### src/rtl/vga_fb_arbiter_if.sv
// Bundle of the scan-out, CPU write and framebuffer port signals around vga_fb_arbiter.
// The arbiter takes the slave view; the timing generator, CPU and RAM take the master view.
interface vga_fb_arbiter_if #(
  parameter int PIX_W  = 8,
  parameter int ADDR_W = 19
);
  logic              vga_de;
  logic              vga_vs;
  logic              cpu_wvalid;
  logic              cpu_wready;
  logic [ADDR_W-1:0] cpu_waddr;
  logic [PIX_W-1:0]  cpu_wdata;
  logic [ADDR_W-1:0] mem_addr;
  logic              mem_we;
  logic [PIX_W-1:0]  mem_wdata;
  logic [PIX_W-1:0]  mem_rdata;
  logic [PIX_W-1:0]  pix_data;
  logic              pix_valid;
  logic [15:0]       stall_cnt;
  logic [7:0]        err_cnt;

  modport slave (
    input  vga_de, vga_vs, cpu_wvalid, cpu_waddr, cpu_wdata, mem_rdata,
    output cpu_wready, mem_addr, mem_we, mem_wdata, pix_data, pix_valid,
           stall_cnt, err_cnt
  );

  modport master (
    output vga_de, vga_vs, cpu_wvalid, cpu_waddr, cpu_wdata, mem_rdata,
    input  cpu_wready, mem_addr, mem_we, mem_wdata, pix_data, pix_valid,
           stall_cnt, err_cnt
  );
endinterface

### src/rtl/vga_fb_arbiter.sv
// Single-port framebuffer arbiter: scan-out reads always win, CPU writes go through a
// one-entry buffer that drains on any clock without a read slot.
module vga_fb_arbiter #(
  parameter int HACTIVE = 640,
  parameter int VACTIVE = 480,
  parameter int PIX_W   = 8,
  parameter int ADDR_W  = 19
) (
  input logic             pixel_clk,
  input logic             rst,
  vga_fb_arbiter_if.slave bus
);

  localparam int unsigned       FRAME_PIXELS = HACTIVE * VACTIVE;
  localparam logic [ADDR_W-1:0] LAST_ADDR    = ADDR_W'(FRAME_PIXELS - 1);

  typedef enum logic {
    SYNC_WAIT = 1'b0,
    RUN       = 1'b1
  } state_t;

  state_t            state;
  state_t            state_next;
  logic              vs_prev;
  logic              read_slot;
  logic [ADDR_W-1:0] scan_addr;

  logic              buf_full;
  logic [ADDR_W-1:0] buf_addr;
  logic [PIX_W-1:0]  buf_data;

  logic              drain;
  logic              wready;
  logic              accept;
  logic              in_range;
  logic              load;

  logic [ADDR_W-1:0] mem_addr_c;
  logic              mem_we_c;
  logic [PIX_W-1:0]  mem_wdata_c;

  logic              read_slot_d;
  logic              pix_valid_r;
  logic [PIX_W-1:0]  pix_data_r;
  logic [15:0]       stall_cnt_r;
  logic [7:0]        err_cnt_r;

  // vs_prev resets high so that only a genuine low-then-high sync edge starts RUN.
  always_ff @(posedge pixel_clk or posedge rst) begin
    if (rst) begin
      state   <= SYNC_WAIT;
      vs_prev <= 1'b1;
    end else begin
      state   <= state_next;
      vs_prev <= bus.vga_vs;
    end
  end

  always_comb begin
    state_next = state;
    read_slot  = 1'b0;
    case (state)
      SYNC_WAIT: begin
        if (bus.vga_vs && !vs_prev) begin
          state_next = RUN;
        end
      end
      RUN: begin
        state_next = RUN;
        read_slot  = bus.vga_de;
      end
      default: state_next = SYNC_WAIT;
    endcase
  end

  always_ff @(posedge pixel_clk or posedge rst) begin
    if (rst) begin
      scan_addr <= '0;
    end else if (!bus.vga_vs) begin
      scan_addr <= '0;
    end else if (read_slot) begin
      scan_addr <= (scan_addr == LAST_ADDR) ? '0 : scan_addr + ADDR_W'(1);
    end
  end

  // A drain frees the buffer in the same clock, so a new write can be accepted without a bubble.
  assign drain    = buf_full && !read_slot;
  assign wready   = (!buf_full || drain) && !rst;
  assign accept   = bus.cpu_wvalid && wready;
  assign in_range = (bus.cpu_waddr <= LAST_ADDR);
  assign load     = accept && in_range;

  always_ff @(posedge pixel_clk or posedge rst) begin
    if (rst) begin
      buf_full <= 1'b0;
      buf_addr <= '0;
      buf_data <= '0;
    end else if (load) begin
      buf_full <= 1'b1;
      buf_addr <= bus.cpu_waddr;
      buf_data <= bus.cpu_wdata;
    end else if (drain) begin
      buf_full <= 1'b0;
    end
  end

  always_comb begin
    mem_addr_c  = '0;
    mem_we_c    = 1'b0;
    mem_wdata_c = '0;
    if (read_slot) begin
      mem_addr_c = scan_addr;
    end else if (buf_full) begin
      mem_addr_c  = buf_addr;
      mem_we_c    = 1'b1;
      mem_wdata_c = buf_data;
    end
  end

  always_ff @(posedge pixel_clk or posedge rst) begin
    if (rst) begin
      stall_cnt_r <= '0;
      err_cnt_r   <= '0;
    end else begin
      if (bus.cpu_wvalid && !wready && (stall_cnt_r != 16'hFFFF)) begin
        stall_cnt_r <= stall_cnt_r + 16'd1;
      end
      if (accept && !in_range && (err_cnt_r != 8'hFF)) begin
        err_cnt_r <= err_cnt_r + 8'd1;
      end
    end
  end

  // RAM data arrives one clock after the read slot; it is registered on that clock.
  always_ff @(posedge pixel_clk or posedge rst) begin
    if (rst) begin
      read_slot_d <= 1'b0;
      pix_valid_r <= 1'b0;
      pix_data_r  <= '0;
    end else begin
      read_slot_d <= read_slot;
      pix_valid_r <= read_slot_d;
      pix_data_r  <= read_slot_d ? bus.mem_rdata : '0;
    end
  end

  assign bus.cpu_wready = wready;
  assign bus.mem_addr   = mem_addr_c;
  assign bus.mem_we     = mem_we_c;
  assign bus.mem_wdata  = mem_wdata_c;
  assign bus.pix_valid  = pix_valid_r;
  assign bus.pix_data   = pix_data_r;
  assign bus.stall_cnt  = stall_cnt_r;
  assign bus.err_cnt    = err_cnt_r;

endmodule
### src/flat_wrapper.sv
// flat-port wrapper written by rule: the top's interface ports become plain ports
module vga_fb_arbiter_flat 
#(
  parameter int HACTIVE = 640,
  parameter int VACTIVE = 480,
  parameter int PIX_W   = 8,
  parameter int ADDR_W  = 19
)
  (pixel_clk, rst, bus_vga_de, bus_vga_vs, bus_cpu_wvalid, bus_cpu_waddr, bus_cpu_wdata, bus_mem_rdata, bus_cpu_wready, bus_mem_addr, bus_mem_we, bus_mem_wdata, bus_pix_data, bus_pix_valid, bus_stall_cnt, bus_err_cnt);
  vga_fb_arbiter_if #(.PIX_W(PIX_W), .ADDR_W(ADDR_W)) bus_i ();
  input logic pixel_clk;
  input logic rst;
  input wire logic [$bits(bus_i.vga_de)-1:0] bus_vga_de;
  input wire logic [$bits(bus_i.vga_vs)-1:0] bus_vga_vs;
  input wire logic [$bits(bus_i.cpu_wvalid)-1:0] bus_cpu_wvalid;
  input wire logic [$bits(bus_i.cpu_waddr)-1:0] bus_cpu_waddr;
  input wire logic [$bits(bus_i.cpu_wdata)-1:0] bus_cpu_wdata;
  input wire logic [$bits(bus_i.mem_rdata)-1:0] bus_mem_rdata;
  output wire logic [$bits(bus_i.cpu_wready)-1:0] bus_cpu_wready;
  output wire logic [$bits(bus_i.mem_addr)-1:0] bus_mem_addr;
  output wire logic [$bits(bus_i.mem_we)-1:0] bus_mem_we;
  output wire logic [$bits(bus_i.mem_wdata)-1:0] bus_mem_wdata;
  output wire logic [$bits(bus_i.pix_data)-1:0] bus_pix_data;
  output wire logic [$bits(bus_i.pix_valid)-1:0] bus_pix_valid;
  output wire logic [$bits(bus_i.stall_cnt)-1:0] bus_stall_cnt;
  output wire logic [$bits(bus_i.err_cnt)-1:0] bus_err_cnt;
  assign bus_i.vga_de = bus_vga_de;
  assign bus_i.vga_vs = bus_vga_vs;
  assign bus_i.cpu_wvalid = bus_cpu_wvalid;
  assign bus_i.cpu_waddr = bus_cpu_waddr;
  assign bus_i.cpu_wdata = bus_cpu_wdata;
  assign bus_i.mem_rdata = bus_mem_rdata;
  assign bus_cpu_wready = bus_i.cpu_wready;
  assign bus_mem_addr = bus_i.mem_addr;
  assign bus_mem_we = bus_i.mem_we;
  assign bus_mem_wdata = bus_i.mem_wdata;
  assign bus_pix_data = bus_i.pix_data;
  assign bus_pix_valid = bus_i.pix_valid;
  assign bus_stall_cnt = bus_i.stall_cnt;
  assign bus_err_cnt = bus_i.err_cnt;
  vga_fb_arbiter #(.HACTIVE(HACTIVE), .VACTIVE(VACTIVE), .PIX_W(PIX_W), .ADDR_W(ADDR_W)) u_core (.pixel_clk(pixel_clk), .rst(rst), .bus(bus_i));
endmodule
### config.mk
export PLATFORM = sky130hd
export DESIGN_NAME = vga_fb_arbiter_flat
export DESIGN_NICKNAME = d
export VERILOG_FILES = /design/src/rtl/vga_fb_arbiter_if.sv /design/src/rtl/vga_fb_arbiter.sv /design/src/flat_wrapper.sv
export SDC_FILE = /design/constraint.sdc
export NUM_CORES = 1
export LEC_CHECK = 0
export CELL_PAD_IN_SITES_DETAIL_PLACEMENT = 2
export CELL_PAD_IN_SITES_GLOBAL_PLACEMENT = 2
export CORE_UTILIZATION = 27
export DETAILED_ROUTE_END_ITERATION = 8
export PLACE_DENSITY = 0.86
export REMOVE_ABC_BUFFERS = 1
export SLEW_MARGIN = 20
export SYNTH_ARGS = -nofsm -noshare
export SYNTH_HDL_FRONTEND = slang
export SYNTH_SLANG_ARGS = --single-unit
export TNS_END_PERCENT = 5
### constraint.sdc
create_clock -name pixel_clk -period 2.67 [get_ports pixel_clk]
set_input_delay 0.534 -clock pixel_clk [delete_from_list [all_inputs] [get_ports pixel_clk]]
set_output_delay 0.534 -clock pixel_clk [all_outputs]
set_load 0.01 [all_outputs]
# After elaboration in Yosys (flattened, before gate mapping)
# Index checks and enable logic that the tools add are counted.
# word_totals
wordCells	52
register_bits	83
# classes
n_reduce_logical	17
n_eq_ne	4
order_cmp	1
bitwise_logic	1
muxes	15
addsub	3
# ops
op	count
$mux 19	5
$mux 8	3
$add 19x1->19 const B	1
$eq 19x19->1 const B	1
$le 19x19->1 const B	1
$add 16x1->16 const B	1
$ne 16x16->1 const B	1
$logic_and 1x1->1	9
$add 8x1->8 const B	1
$ne 8x8->1 const B	1
$logic_not 1->1	6
$mux 1	6
$ne 2x1->1 const B	1
$pmux 1 s2	1
$reduce_bool 2->1	1
$logic_or 1x1->1	1
$not 1->1	1

# Logic depth before layout (Yosys ltp)
# logic_depth
depth_word	8
ltp_mapped	7
mapped_depth_nobuf	6

# Least setup slack after synthesis
# Ideal clock, no wire load.
# synth_path
path_kind	input -> register
startpoint	in bus_cpu_waddr[13]
endpoint	reg u_core.buf_addr[0]
setup_time_ns	0.125
required_time_ns	2.545
arrival_ns	1.837
path_buffers	1
setup_slack_ns	0.709
stages	5
path_cell_list	a21o_1 a211o_1 a21oi_4 buf_6 mux2_2
# synth_via
elab_chain_cells	2
# synth_lines
item	line	rtl
from (decl)	flat_wrapper.sv:16	input wire logic [$bits(bus_i.cpu_waddr)-1:0] bus_cpu_waddr;
$le 19x19->1	vga_fb_arbiter.sv:90	assign in_range = (bus.cpu_waddr <= LAST_ADDR);
$logic_and 1x1->1	vga_fb_arbiter.sv:91	assign load = accept && in_range;
to (signal assigned)	vga_fb_arbiter.sv:100	buf_addr <= bus.cpu_waddr;
to (decl)	vga_fb_arbiter.sv:29	logic [ADDR_W-1:0] buf_addr;
# No other way between the ends.
# A chain may end at the register's enable or synchronous reset.

# Worst setup path after layout
# layout_path
startpoint	in bus_vga_de
endpoint	out bus_mem_wdata[4]
# layout_via
elab_chain_cells	2
# layout_lines
item	line	rtl
from (decl)	flat_wrapper.sv:13	input wire logic [$bits(bus_i.vga_de)-1:0] bus_vga_de;
$mux 1	vga_fb_arbiter.sv:62	case (state)
$mux 8	vga_fb_arbiter.sv:111	if (read_slot) begin
to (decl)	flat_wrapper.sv:22	output wire logic [$bits(bus_i.mem_wdata)-1:0] bus_mem_wdata;
# No other way between the ends.

==> flow_summary.yaml <==
sta:
  fin_hold_ws_ps: 507
  rsz0062_at_grt: "no"
  drv_slew: 0
  fmax_mhz: 381
  finalCritPeriodShare: 0.982
  slew_headroom: 0.621
  fin_setup_tns_ps: 0
  period_needed_ps: 2620
  fin_worst_skew_ps: 7.68
  tightestPinTransition_ps: 568
  finalSetupViolCount: 0
  hold_viol_final: 0
  setup_ws_ps: 47.7
setup_path:
  r2r_slack_ps: 580
  path_buf_inv: 4
  crit_slowest_cell: "clkdlybuf4s50_1"
  reg2reg_from: "u_core.buf_full"
  cp_max_fo: 22
  cp.arrival_ps: 2090
  required_ps: 2140
  path_cells: "clkdlybuf4s50_1 -> nand2_2 -> buf_12 -> buf_12 -> and3_1 -> clkdlybuf4s50_1"
  crit_family: "buffers and inverters"
  crit_type: "in -> out"
  startpoint_type: "input port"
  r2r-end: "u_core.bus.stall_cnt[15]"
  cp_slowest_stage_delay_ps: 530
  endpoint_kind: "primary output"
  reg2reg_depth: 6
finish:
  finalInstanceArea_sq_um: 5760
  num-fill-cells: 1465
  fin_nets: 539
  diodes: 0
  syn_to_final_growth_pct: 46.2
  post-route-util: 0.410
  regArea_sq_um: 2080
  multiInputGateArea_sq_um: 1770
  final_layout_size_suffix_gt1_frac: 0.144
synth:
  syn_inst: 375
  synth_top_family_by_area: "simple AND/OR/NAND/NOR gates"
  yosysTopAreaCell: "dfrtp_1"
  async_flop_share: 1.00
  syn_area_sq_um: 3940
  synth_top_area_frac: 0.521
  synthAdderAreaFrac: 0.00953
  ys_seq_area_frac: 0.528
  synth_ff_type: "dfrtp_1"
  avgSynthCellArea_sq_um: 10.5
  synth.most_common_cell: "dfrtp_1"
  synth_xor_area_frac: 0.0689
  synth_compound_area_frac: 0.0448
  synthTopCellsByCount: "dfrtp_1 (82), nand2_1 (64), nand3_1 (34)"
  synth-edff-count: 0
  ys_seq_elements: 83
  muxShareOfSynthArea: 0.0801
  synth-simple-area-share: 0.245
  yosys.cell_types.count: 46
  yosys-top-cells-area: "dfrtp_1 (52%), mux2_2 (8.0%), nand2_1 (6.1%)"
  yosysWarnings: 0
floorplan:
  die_area_sq_um: 15100
  rows: 43
  dieHeight_um: 123
  die_w_um: 123
  start_util: 0.280
  ios: 102
  core_area_sq_um: 14000
placement:
  hpwl_um: 8950
  place_area_sq_um: 5390
  place_congestion: 0.757
  port_buffers: 101
  preCtsSetupSlack_ps: -41.9
clock_network:
  cts_setup_buffers: 0
  clk_path_buf_depth: 2
  clock_latency_ps: 340
  numCtsBuffers: 9
  clkTransAtPathRegs_ps: 60
  cts_root_buf: "clkbuf_16"
  cts_tree: "yes"
  clkSinkCount: 83
  htreeDepth: 3
hold_path:
  holdPathStages: 1
  min-delay-start: "u_core.buf_data[3]"
  hp-class: "reg -> reg"
  worst_hold_path.endpoint: "u_core.buf_data[3]"
power_and_ir_drop:
  powerDensity_nw_per_um2: 658
  p_sw_frac: 0.264
  pwr-share-clk: 0.374
  p_leak_nw: 2.78
  intPower_mw: 2.79
  p_seq_frac: 0.426
  p_comb_frac: 0.199
  power.switching_mw: 1.00
  ir_worst_vdd_uv: 405
detailed_routing:
  ant_nets: 0
  drc: 0
  drt_iter0_drc: 71
  wl_um: 12500
  num_vias: 3352
  post_drt_wl_per_cell_um: 18.4
  drt-vias-per-instance: 4.92
  dr.pass1.iters: 4
global_routing:
  grt-busiest-layer: "met2"
  grt_pass1_vias: 3871
  overflow: 0
  antenna_found_initial: 0
  grt_pass1_wl_um: 20300
  grt_use_met1: 0.211
  use_met3: 0.0437
  grt_usage: 0.179
  grt_max_degree: 33
  grt_use_met2: 0.311
run:
  cap_violations: 0
status:
  status: "completed"
sequential cells by signal, indices dropped and copies added, names as in the netlist:
name and flops:
u_core.bus.pix_valid 1, u_core.bus.pix_data 8, u_core.vs_prev 1, u_core.state 1, u_core.bus.stall_cnt 16, u_core.buf_full 1
u_core.buf_data 8, u_core.read_slot_d 1, u_core.scan_addr 19, u_core.buf_addr 19, u_core.bus.err_cnt 8
layout make-up:
cell class	count	area share
sequential	83	0.361
multi-input combinational	272	0.307
timing repair buffer	123	0.230
clock buffer	13	0.0417
tap	180	0.0391
clock inverter	3	0.0156
inverter	7	0.00478
what timing repair did:
action,in CTS,in global routing
gates resized for setup,3,16
hold endpoints to repair,0,0
hold buffers,0,0
setup endpoints to repair,9,16
worst max-delay path by stage:
stage | from | to | cells past startpoint | slack (ps)
2_1_floorplan | bus_vga_de | bus_mem_addr[10] | 3 | -50
3_3_place_gp | bus_vga_de | bus_mem_addr[10] | 6 | -30
3_5_place_dp | bus_vga_de | bus_mem_addr[15] | 6 | -40
4_1_cts | bus_vga_de | bus_mem_addr[8] | 7 | 4
5_1_grt | bus_vga_de | bus_mem_addr[2] | 7 | 2
6_report | bus_vga_de | bus_mem_wdata[4] | 6 | 50
placed cells by master, fill, tap and decap left out, types with 2 or more instances in the layout:
| cell type | netlist | final |
|---|---|---|
| clkdlybuf4s50_1 | 0 | 83 |
| clkbuf_1 | 9 | 4 |
| nand3_1 | 34 | 34 |
| clkbuf_16 | 0 | 9 |
| nand2_1 | 64 | 63 |
| nand4_4 | 2 | 2 |
| a31oi_1 | 3 | 3 |
| a21oi_1 | 5 | 5 |
| ha_1 | 3 | 3 |
| bufinv_16 | 0 | 3 |
| mux2_2 | 28 | 28 |
| or4_1 | 3 | 3 |
| nand4_1 | 14 | 14 |
| inv_1 | 6 | 5 |
| buf_12 | 0 | 9 |
| nor2_1 | 28 | 28 |
| xnor2_1 | 16 | 16 |
| xor2_1 | 15 | 15 |
| o21ai_0 | 4 | 4 |
| buf_4 | 1 | 13 |
| and2_1 | 11 | 11 |
| a21o_1 | 2 | 2 |
| dlymetal6s2s_1 | 0 | 16 |
| nor3_1 | 5 | 5 |
| dfrtp_1 | 82 | 82 |
| dlygate4sd2_1 | 0 | 2 |
| and4_1 | 5 | 5 |
| and3_1 | 10 | 10 |
kinds of logic after synthesis:
kind of cell | Yosys count
AND/OR/NAND/NOR | 187
buffers and inverters | 20
XOR/XNOR | 31
AO/OA/AOI/OAI | 23
flip-flops | 83
adder cells (fa/ha/maj) | 3
multiplexers | 28
metal layers:
layer	part of all wire	wire length, um
met5	0	0
met1	0.42	5300
met3	0.053	669
met2	0.50	6320
met4	0.020	249
power groups by stage:
| stage | Combinational (mW) | Clock (mW) | Sequential (mW) |
|---|---|---|---|
| after floorplan | 0.305 | 0 | 1.63 |
| after global placement | 0.735 | 0 | 1.62 |
| after detailed placement | 0.772 | 0 | 1.64 |
| after CTS | 0.776 | 1.45 | 1.62 |
| after global routing | 0.825 | 1.49 | 1.64 |
| final | 0.755 | 1.42 | 1.62 |
stage by stage:
stage	power [mW]	instances
after global placement	2.35	665
after global routing	3.96	681
after CTS	3.85	681
final	3.79	681
after floorplan	1.93	362
after detailed placement	2.41	665
worst register-to-register path: cells and delay by family (launching register included):
| family | cells | cell delay, ps |
|---|---|---|
| buf+inv | 1 | 170 |
| flops | 1 | 660 |
| xor+xnor | 1 | 170 |
| compound gates | 2 | 440 |
| simple gates | 2 | 580 |
(Power assumes the default switching activity.)
